**config.mk**
```make
export PLATFORM = sky130hd
export DESIGN_NAME = sensor_conditioner
export DESIGN_NICKNAME = d
export VERILOG_FILES = /design/src/rtl/sensor_pkg.sv /design/src/rtl/pow2_averager.sv /design/src/rtl/sensor_conditioner.sv
export SDC_FILE = /design/constraint.sdc
export NUM_CORES = 1
export LEC_CHECK = 0
export CAP_MARGIN = 5
export CORE_MARGIN = 4
export CORE_UTILIZATION = 23
export DETAILED_ROUTE_END_ITERATION = 8
export PLACE_DENSITY = 0.49
export REMOVE_ABC_BUFFERS = 1
export SLEW_MARGIN = 30
export SYNTH_ARGS = -nofsm -noshare
export SYNTH_HDL_FRONTEND = slang
export SYNTH_HIERARCHICAL = 1
export SYNTH_SLANG_ARGS = --single-unit
```
**constraint.sdc**
```tcl
create_clock -name clk_16ms -period 11.2 [get_ports clk_16ms]
set_input_delay 1.68 -clock clk_16ms [delete_from_list [all_inputs] [get_ports clk_16ms]]
set_output_delay 1.68 -clock clk_16ms [all_outputs]
set_load 0.005 [all_outputs]
```
**src/rtl/sensor_pkg.sv**
```systemverilog
// Shared definitions for the sensor front end and the relay FSM that consumes it:
// conditioner state encoding and the default sample width.
package sensor_pkg;

  localparam int DEFAULT_DATA_W = 12;

  typedef enum logic [1:0] {
    ST_UNCAL = 2'd0,
    ST_CAL   = 2'd1,
    ST_RUN   = 2'd2
  } state_e;

endpackage

```
**src/rtl/pow2_averager.sv**
```systemverilog
// Accumulates 2^LOG2N strobed values and presents their truncated mean together
// with a done pulse, both combinational on the strobe that completes the window.
module pow2_averager #(
  parameter int WIDTH = 12,
  parameter int LOG2N = 3
) (
  input  logic             clk,
  input  logic             rst_n,
  input  logic             clr,
  input  logic             in_valid,
  input  logic [WIDTH-1:0] in_data,
  output logic [WIDTH-1:0] mean,
  output logic             done
);

  localparam int ACC_W = WIDTH + LOG2N;

  logic [ACC_W-1:0] acc_q, acc_d, sum;
  logic [LOG2N-1:0] cnt_q, cnt_d;

  // The sum of 2^LOG2N values of WIDTH bits always fits in ACC_W bits.
  assign sum  = acc_q + {{LOG2N{1'b0}}, in_data};
  assign mean = sum[ACC_W-1:LOG2N];
  assign done = in_valid && !clr && (cnt_q == '1);

  always_comb begin
    acc_d = acc_q;
    cnt_d = cnt_q;
    if (clr) begin
      acc_d = '0;
      cnt_d = '0;
    end else if (in_valid) begin
      acc_d = done ? '0 : sum;
      cnt_d = cnt_q + LOG2N'(1);
    end
  end

  always_ff @(posedge clk or negedge rst_n) begin
    if (!rst_n) begin
      acc_q <= '0;
      cnt_q <= '0;
    end else begin
      acc_q <= acc_d;
      cnt_q <= cnt_d;
    end
  end

endmodule

```
**src/rtl/sensor_conditioner.sv**
```systemverilog
// Sensor front end: boxcar-averages ADC samples, captures a calibrated reference
// on request and flags a sensor stuck at either rail.
module sensor_conditioner
  import sensor_pkg::*;
#(
  parameter int DATA_W    = DEFAULT_DATA_W,
  parameter int AVG_LOG2  = 3,
  parameter int CAL_LOG2  = 2,
  parameter int SAT_COUNT = 4
) (
  input  logic              clk_16ms,
  input  logic              rst_n,
  input  logic [DATA_W-1:0] adc_data,
  input  logic              adc_valid,
  input  logic              cal_req,
  output logic [DATA_W-1:0] sen,
  output logic [DATA_W-1:0] sen_ref,
  output logic              sen_valid,
  output logic              ref_valid,
  output logic              busy_cal,
  output logic              sat_err
);

  localparam int SAT_W = $clog2(SAT_COUNT + 1);

  state_e            state_q, state_d;
  logic [DATA_W-1:0] sen_q, sen_d, sen_ref_q, sen_ref_d;
  logic              sen_valid_q, sen_valid_d, ref_valid_q, ref_valid_d;
  logic              busy_cal_q, busy_cal_d, sat_err_q, sat_err_d;
  logic [SAT_W-1:0]  sat_cnt_q, sat_cnt_d;

  logic              win_clr, win_done, cal_done, is_rail;
  logic [DATA_W-1:0] win_mean, cal_mean;

  // A taken request clears both accumulators and swallows any coincident sample.
  assign win_clr = cal_req && (state_q != ST_CAL);
  assign is_rail = (adc_data == '0) || (adc_data == '1);

  pow2_averager #(.WIDTH(DATA_W), .LOG2N(AVG_LOG2)) u_win (
    .clk      (clk_16ms),
    .rst_n    (rst_n),
    .clr      (win_clr),
    .in_valid (adc_valid),
    .in_data  (adc_data),
    .mean     (win_mean),
    .done     (win_done)
  );

  pow2_averager #(.WIDTH(DATA_W), .LOG2N(CAL_LOG2)) u_cal (
    .clk      (clk_16ms),
    .rst_n    (rst_n),
    .clr      (win_clr),
    .in_valid (win_done && (state_q == ST_CAL)),
    .in_data  (win_mean),
    .mean     (cal_mean),
    .done     (cal_done)
  );

  always_comb begin
    state_d     = state_q;
    sen_d       = sen_q;
    sen_ref_d   = sen_ref_q;
    sen_valid_d = 1'b0;
    ref_valid_d = ref_valid_q;
    sat_cnt_d   = sat_cnt_q;

    if (adc_valid) begin
      if (!is_rail)                              sat_cnt_d = '0;
      else if (sat_cnt_q != SAT_W'(SAT_COUNT))   sat_cnt_d = sat_cnt_q + SAT_W'(1);
    end
    sat_err_d = (sat_cnt_d == SAT_W'(SAT_COUNT));

    if (win_done) sen_d = win_mean;

    case (state_q)
      ST_UNCAL: if (win_clr) state_d = ST_CAL;
      ST_CAL: begin
        if (cal_done) begin
          sen_ref_d   = cal_mean;
          ref_valid_d = 1'b1;
          state_d     = ST_RUN;
        end
      end
      ST_RUN: begin
        if (win_clr) begin
          state_d     = ST_CAL;
          ref_valid_d = 1'b0;
        end else if (win_done) begin
          sen_valid_d = 1'b1;
        end
      end
      default: state_d = ST_UNCAL;
    endcase

    busy_cal_d = (state_d == ST_CAL);
  end

  always_ff @(posedge clk_16ms or negedge rst_n) begin
    if (!rst_n) begin
      state_q     <= ST_UNCAL;
      sen_q       <= '0;
      sen_ref_q   <= '0;
      sen_valid_q <= 1'b0;
      ref_valid_q <= 1'b0;
      busy_cal_q  <= 1'b0;
      sat_err_q   <= 1'b0;
      sat_cnt_q   <= '0;
    end else begin
      state_q     <= state_d;
      sen_q       <= sen_d;
      sen_ref_q   <= sen_ref_d;
      sen_valid_q <= sen_valid_d;
      ref_valid_q <= ref_valid_d;
      busy_cal_q  <= busy_cal_d;
      sat_err_q   <= sat_err_d;
      sat_cnt_q   <= sat_cnt_d;
    end
  end

  assign sen       = sen_q;
  assign sen_ref   = sen_ref_q;
  assign sen_valid = sen_valid_q;
  assign ref_valid = ref_valid_q;
  assign busy_cal  = busy_cal_q;
  assign sat_err   = sat_err_q;

endmodule

```
# [After elaboration in Yosys (flattened, before gate mapping)]
# Index checks and enable logic that the tools add are counted.
[totals] out_inout_bits=28 ramBits=0 n_memories=0 mem_bits_ro=0 in_bits=16 latchBits=0 ff_bits=67 wordCells=66
[op_classes] order_cmp=0 shift=0 mul=0 div_mod_pow=0 add_sub_neg=5 n_reduce_logical=16 mux=22 bitwise=0 n_eq_ne=11
[op_table] operator="2-to-1 mux 15 bit" n=3
[op_table] operator="2-to-1 mux 14 bit" n=3
[op_table] operator="adder 15 x 12 -> 15 bit" n=1
[op_table] operator="2-to-1 mux 3 bit" n=5
[op_table] operator="adder 14 x 12 -> 14 bit" n=1
[op_table] operator="== test 12 bit, second input constant" n=1
[op_table] operator="logical NOT 12 bit" n=1
[op_table] operator="2-to-1 mux 2 bit" n=4
[op_table] operator="adder 3 x 1 -> 3 bit, second input constant" n=2
[op_table] operator="== test 3 bit, second input constant" n=2
[op_table] operator="logical AND 1 bit" n=6
[op_table] operator="inequality test 2 x 1 -> 1 bit, second input constant" n=3
[op_table] operator="nonzero test 2 bit" n=3
[op_table] operator="2-to-1 mux 1 bit" n=5
[op_table] operator="== test 2 x 1 -> 1 bit, second input constant" n=2
[op_table] operator="== test 2 bit, second input constant" n=2
[op_table] operator="one-hot mux 2 bit (2 select lines)" n=1
[op_table] operator="inequality test 3 bit, second input constant" n=1
[op_table] operator="AND reduction 3 bit" n=1
[op_table] operator="adder 2 x 1 -> 2 bit, second input constant" n=1
[op_table] operator="logical NOT 2 bit" n=1
[op_table] operator="one-hot mux 1 bit (2 select lines)" n=1
[op_table] operator="AND reduction 2 bit" n=1
[op_table] operator="OR reduction 2 bit" n=1
[op_table] operator="other kinds (2)" n=2

# [Longest topological paths before layout]
[logic_depth] depth_word=11 depth_mapped=16 ltp_nobuf=15

# [Hierarchy]
# Netlist, hierarchy kept.
[by_module_without_submodules] module="pow2_averager at u_win" area_per_inst_um2=1452.6 cells_per_inst=155 instances=1
[by_module_without_submodules] module="sensor_conditioner" area_per_inst_um2=1395.1 cells_per_inst=103 instances=1
[by_module_without_submodules] module="pow2_averager at u_cal" area_per_inst_um2=1323.8 cells_per_inst=136 instances=1

# [Least setup slack after synthesis]
# No wires, ideal clock.
[synth_timing] path_kind="input-to-reg" start="in adc_data[4]" end="reg sen_ref_q[7], in the netlist sen_ref[7]" path_stages=13 n_path_buf=0 arrival_ps=4727 path_slack_ps=6349 setup_time_ps=125 cell_sequence="ha_1 and2_4 a221oi_4 a21oi_1 or3_1 nand3_1 ha_1 a21o_1 a31o_1 o211a_1 or3_1 and2_1 mux2_2"
[synth_between] elab_chain_len=2
[synth_rtl] element="start: declaration" line="sensor_conditioner.sv:13" text="input logic [DATA_W-1:0] adc_data,"
[synth_rtl] element="adder 15 x 12 -> 15 bit" line="pow2_averager.sv:22" text="assign sum = acc_q + {{LOG2N{1'b0}}, in_data};"
[synth_rtl] element="via win_mean[4]" line="sensor_conditioner.sv:33" text="logic [DATA_W-1:0] win_mean, cal_mean;"
[synth_rtl] element="adder 14 x 12 -> 14 bit" line="pow2_averager.sv:22"
[synth_rtl] element="via cal_mean[7]" line="sensor_conditioner.sv:33"
[synth_rtl] element="end signal: assignment" line="sensor_conditioner.sv:111" text="sen_ref_q <= sen_ref_d;"
[synth_rtl] element="end: declaration" line="sensor_conditioner.sv:27" text="logic [DATA_W-1:0] sen_q, sen_d, sen_ref_q, sen_ref_d;"
# The timed path passes the listed nets, and every way through them passes these cells.
# A chain may end at the register's enable or synchronous reset.

# [Final worst setup path]
[layout_timing] start="in adc_data[0]" end="reg u_cal.acc_q[12]"
[layout_between] elab_chain_len=5
[layout_rtl] element="adder 15 x 12 -> 15 bit" line="pow2_averager.sv:22"
[layout_rtl] element="via win_mean[7]" line="sensor_conditioner.sv:33"
[layout_rtl] element="adder 14 x 12 -> 14 bit" line="pow2_averager.sv:22"
[layout_rtl] element="2-to-1 mux 14 bit" line="pow2_averager.sv:33" text="acc_d = done ? '0 : sum;"
[layout_rtl] element="2-to-1 mux 14 bit" line="pow2_averager.sv:32" text="end else if (in_valid) begin"
[layout_rtl] element="2-to-1 mux 14 bit" line="pow2_averager.sv:29" text="if (clr) begin"
[layout_rtl] element="end signal: assignment" line="pow2_averager.sv:40" text="acc_q <= '0;"
[layout_rtl] element="end signal: assignment" line="pow2_averager.sv:43" text="acc_q <= acc_d;"
[layout_rtl] element="end: declaration" line="pow2_averager.sv:18" text="logic [ACC_W-1:0] acc_q, acc_d, sum;"
# The timed path passes the listed nets, and every way through them passes these cells. The select of a mux whose other input is x is not followed.

==> reports/results.ini <==
[synthesis]
yosysTopAreaCellShare_pct=40.19
synth_largest_area_cell=dfrtp_1
yosys_warnings=6
syn_area_per_cell_um2=10.59
netlist_area_um2=4172
synth-edff-count=0
synth_area_leaders=dfrtp_1 (40%), ha_1 (8.7%), mux2_2 (6.5%)
synth_ff_type=dfrtp_1
ys_ff_latch=67
synthArstFlopShare_pct=100.0
ys_types=65
netlist_instances=394
ys_seq_area_share_pct=40.19
synth_most_common_cell=dfrtp_1
synth_commonest_cells=dfrtp_1 (67), ha_1 (29), mux2_2 (24), a21oi_1 (21), nand2_1 (19)

[sta]
finalSetupViolCount=0
fin_crit_ps=5333
setup_tns_ps=0
slew_headroom_pct=51.84
clock_skew_ps=5.995
slew_viol_final=0
rsz0062_at_grt=false
final_hold_viol_count=0
fmax_mhz=187.5
fin_crit_sh_pct=47.62
tightest_slew_ps=721.6

[clock_tree]
clkTransAtPathRegs_ps=50
cts_max_level=3
clock_path_buffers=2
cts_hold_buf=0
cts_sinks=67
root_buffer=clkbuf_16
numCtsBuffers=9
cts_setup_buffers=0
cts-resized-gates=0
cts_tree=built
insertion_delay_ps=330

[global_routing]
grt_usage_pct=10.72
grt_pass1_vias=3368
grt_pass1_wl_um=17240
antenna_found_initial=0
grt_remaining_overflow=0
grt_start_max_net_pins=68

[detailed_routing]
via_per_inst=4.818
drt_wl_total_um=10330
drcViolationCount=0
drt_first_iter_violations=199
ant_nets=0
dr.pass1.iters=4
num_vias=3233
routedWlPerCell_um=15.40

[die]
dieArea_um2=20360
dieHeight_um=142.7
io_pins=44
start_util_pct=23.79
core_um2=17540
core.rowCount=48
die_width_um=142.7

[power_and_ir_drop]
peakVddDrop_mv=0.1344
power_density_nw_per_um2=298.6
power_leakage_nw=2.275

[critical_path]
arrival_ps=5580
max_stage_delay_ps=510
path_cells=clkdlybuf4s50_1 -> ha_1 -> inv_1 -> fa_1 -> nand2b_1 -> a21o_1 -> a211oi_1 -> o21ai_0 -> and2_1 -> ha_1 -> a21o_1 -> a311oi_1 -> nor2_1 -> or4_1 -> o211ai_1
rr_worst_depth=12
worstPathRequired_ps=11450
worst-path-buf-inv=2
crit_fanout=9
cp_slowest_cell=clkdlybuf4s50_1
cp_top_family=compound AO/OA/AOI/OAI gates
cp-end-kind=flop
startpoint_type=input pin
cp.depth=15
path_class=in2reg

[outcome]
status=finished, final reports clean

[placement]
postPlaceCellArea_um2=4855
gp_congestion=0.8334
portBuffers=43
dp_hpwl_um=7613

[cells_and_area]
fillers=1829
fin_nets=489
n_antenna_cell=0
drive_above_1_share_pct=12.78
syn_to_final_growth_pct=23.55
finalInstanceArea_um2=5154

[job]
drv_cap=0

[worst_hold_path]
hp-class=reg2reg
min_path_cells=1

## final timing paths
| path | endpoint | slack (ps) | start |
|---|---|---|---|
| worst max-delay path | u_cal/acc_q[12]$_DFFE_PN0P_ | 5870 | adc_data[0] |
| worst min-delay path | u_win/acc_q[2]$_DFFE_PN0P_ | 500 | u_win/acc_q[2]$_DFFE_PN0P_ |
| worst max register to register | sen_ref[7]$_DFFE_PN0P_ | 7300 | u_win/acc_q[4]$_DFFE_PN0P_ |
| worst min register to register | u_win/acc_q[2]$_DFFE_PN0P_ | 500 | u_win/acc_q[2]$_DFFE_PN0P_ |
| max in group asynchronous | sen_ref[5]$_DFFE_PN0P_ | 9300 | rst_n |
| min in group asynchronous | sen_valid$_DFF_PN0_ | 1450 | rst_n |
## routing by layer
metal  GRT usage (%)  vias up  share of wire (%)  wire (um)
met4           3.152        0                1.2        129
met1           14.19     1574                 49       5015
met5               0        -                  0          0
met2           17.11       51                 46       4769
met3           3.014       10                4.1        419
li1                -     1598                  -          -
## flip-flops by register name (all words and copies together), names as in the netlist
register     flops
sen_valid        1
state_q          2
sat_cnt_q        3
u_win/cnt_q      3
u_cal/cnt_q      2
busy_cal         1
ref_valid        1
sat_err          1
sen             12
sen_ref         12
u_win/acc_q     15
u_cal/acc_q     14
## final cells by class
| cell class | count | area (um2) | area share (%) |
|---|---|---|---|
| tap | 225 | 281.5 | 5.462 |
| multi-input combinational | 305 | 2400 | 46.56 |
| clock inverter | 2 | 35.03 | 0.6798 |
| inverter | 13 | 48.80 | 0.9468 |
| timing repair buffer | 46 | 451.7 | 8.764 |
| sequential | 67 | 1677 | 32.53 |
| clock buffer | 13 | 260.3 | 5.050 |
## metrics by stage
stage	setup WS, ps	total power (W)	instances	utilization, %	hold WS (ps)
floorplan	6349	0.0009939	385	-	463.0
global placement	5636	0.001248	656	27.65	480.2
detailed placement	5563	0.001265	656	27.68	492.0
CTS	5899	0.001562	671	29.37	504.5
global route	5637	0.001676	671	29.39	519.9
finish	5867	0.001539	671	29.39	496.1
## report_power, final
group	switching [W]	total, W	internal, W
clock network	0.0000990	0.000282	0.000183
logic	0.000476	0.000870	0.000394
registers	0.0000559	0.000387	0.000331
total	0.000631	0.00154	0.000908
## logic make-up after synthesis
logic type	Yosys count	synth area share, %
mux	29	7.679
compound gates	114	20.28
buf+inv	22	2.399
fa+ha+maj	31	9.658
flops	67	40.19
xor+xnor	19	3.989
simple gates	112	15.81
## cell usage in the layout (no fill, tap or decap), types with 4 or more instances in the layout
master / n
o21a_1: 4
nor2b_1: 4
a21o_1: 10
nand2_1: 19
clkdlybuf4s50_1: 42
nand4_1: 5
clkbuf_16: 9
xor2_1: 6
a32o_1: 5
or3_1: 8
xnor2_1: 13
a21oi_1: 21
dfrtp_1: 67
nand3_1: 9
o21ai_0: 18
o211ai_1: 8
mux2_2: 24
nor3_1: 5
a22o_1: 14
ha_1: 29
a31oi_1: 5
nand2b_1: 9
and2_1: 9
mux2i_1: 5
inv_1: 13
nor2_1: 15
Note: power is estimated with default switching activity, not from simulation.
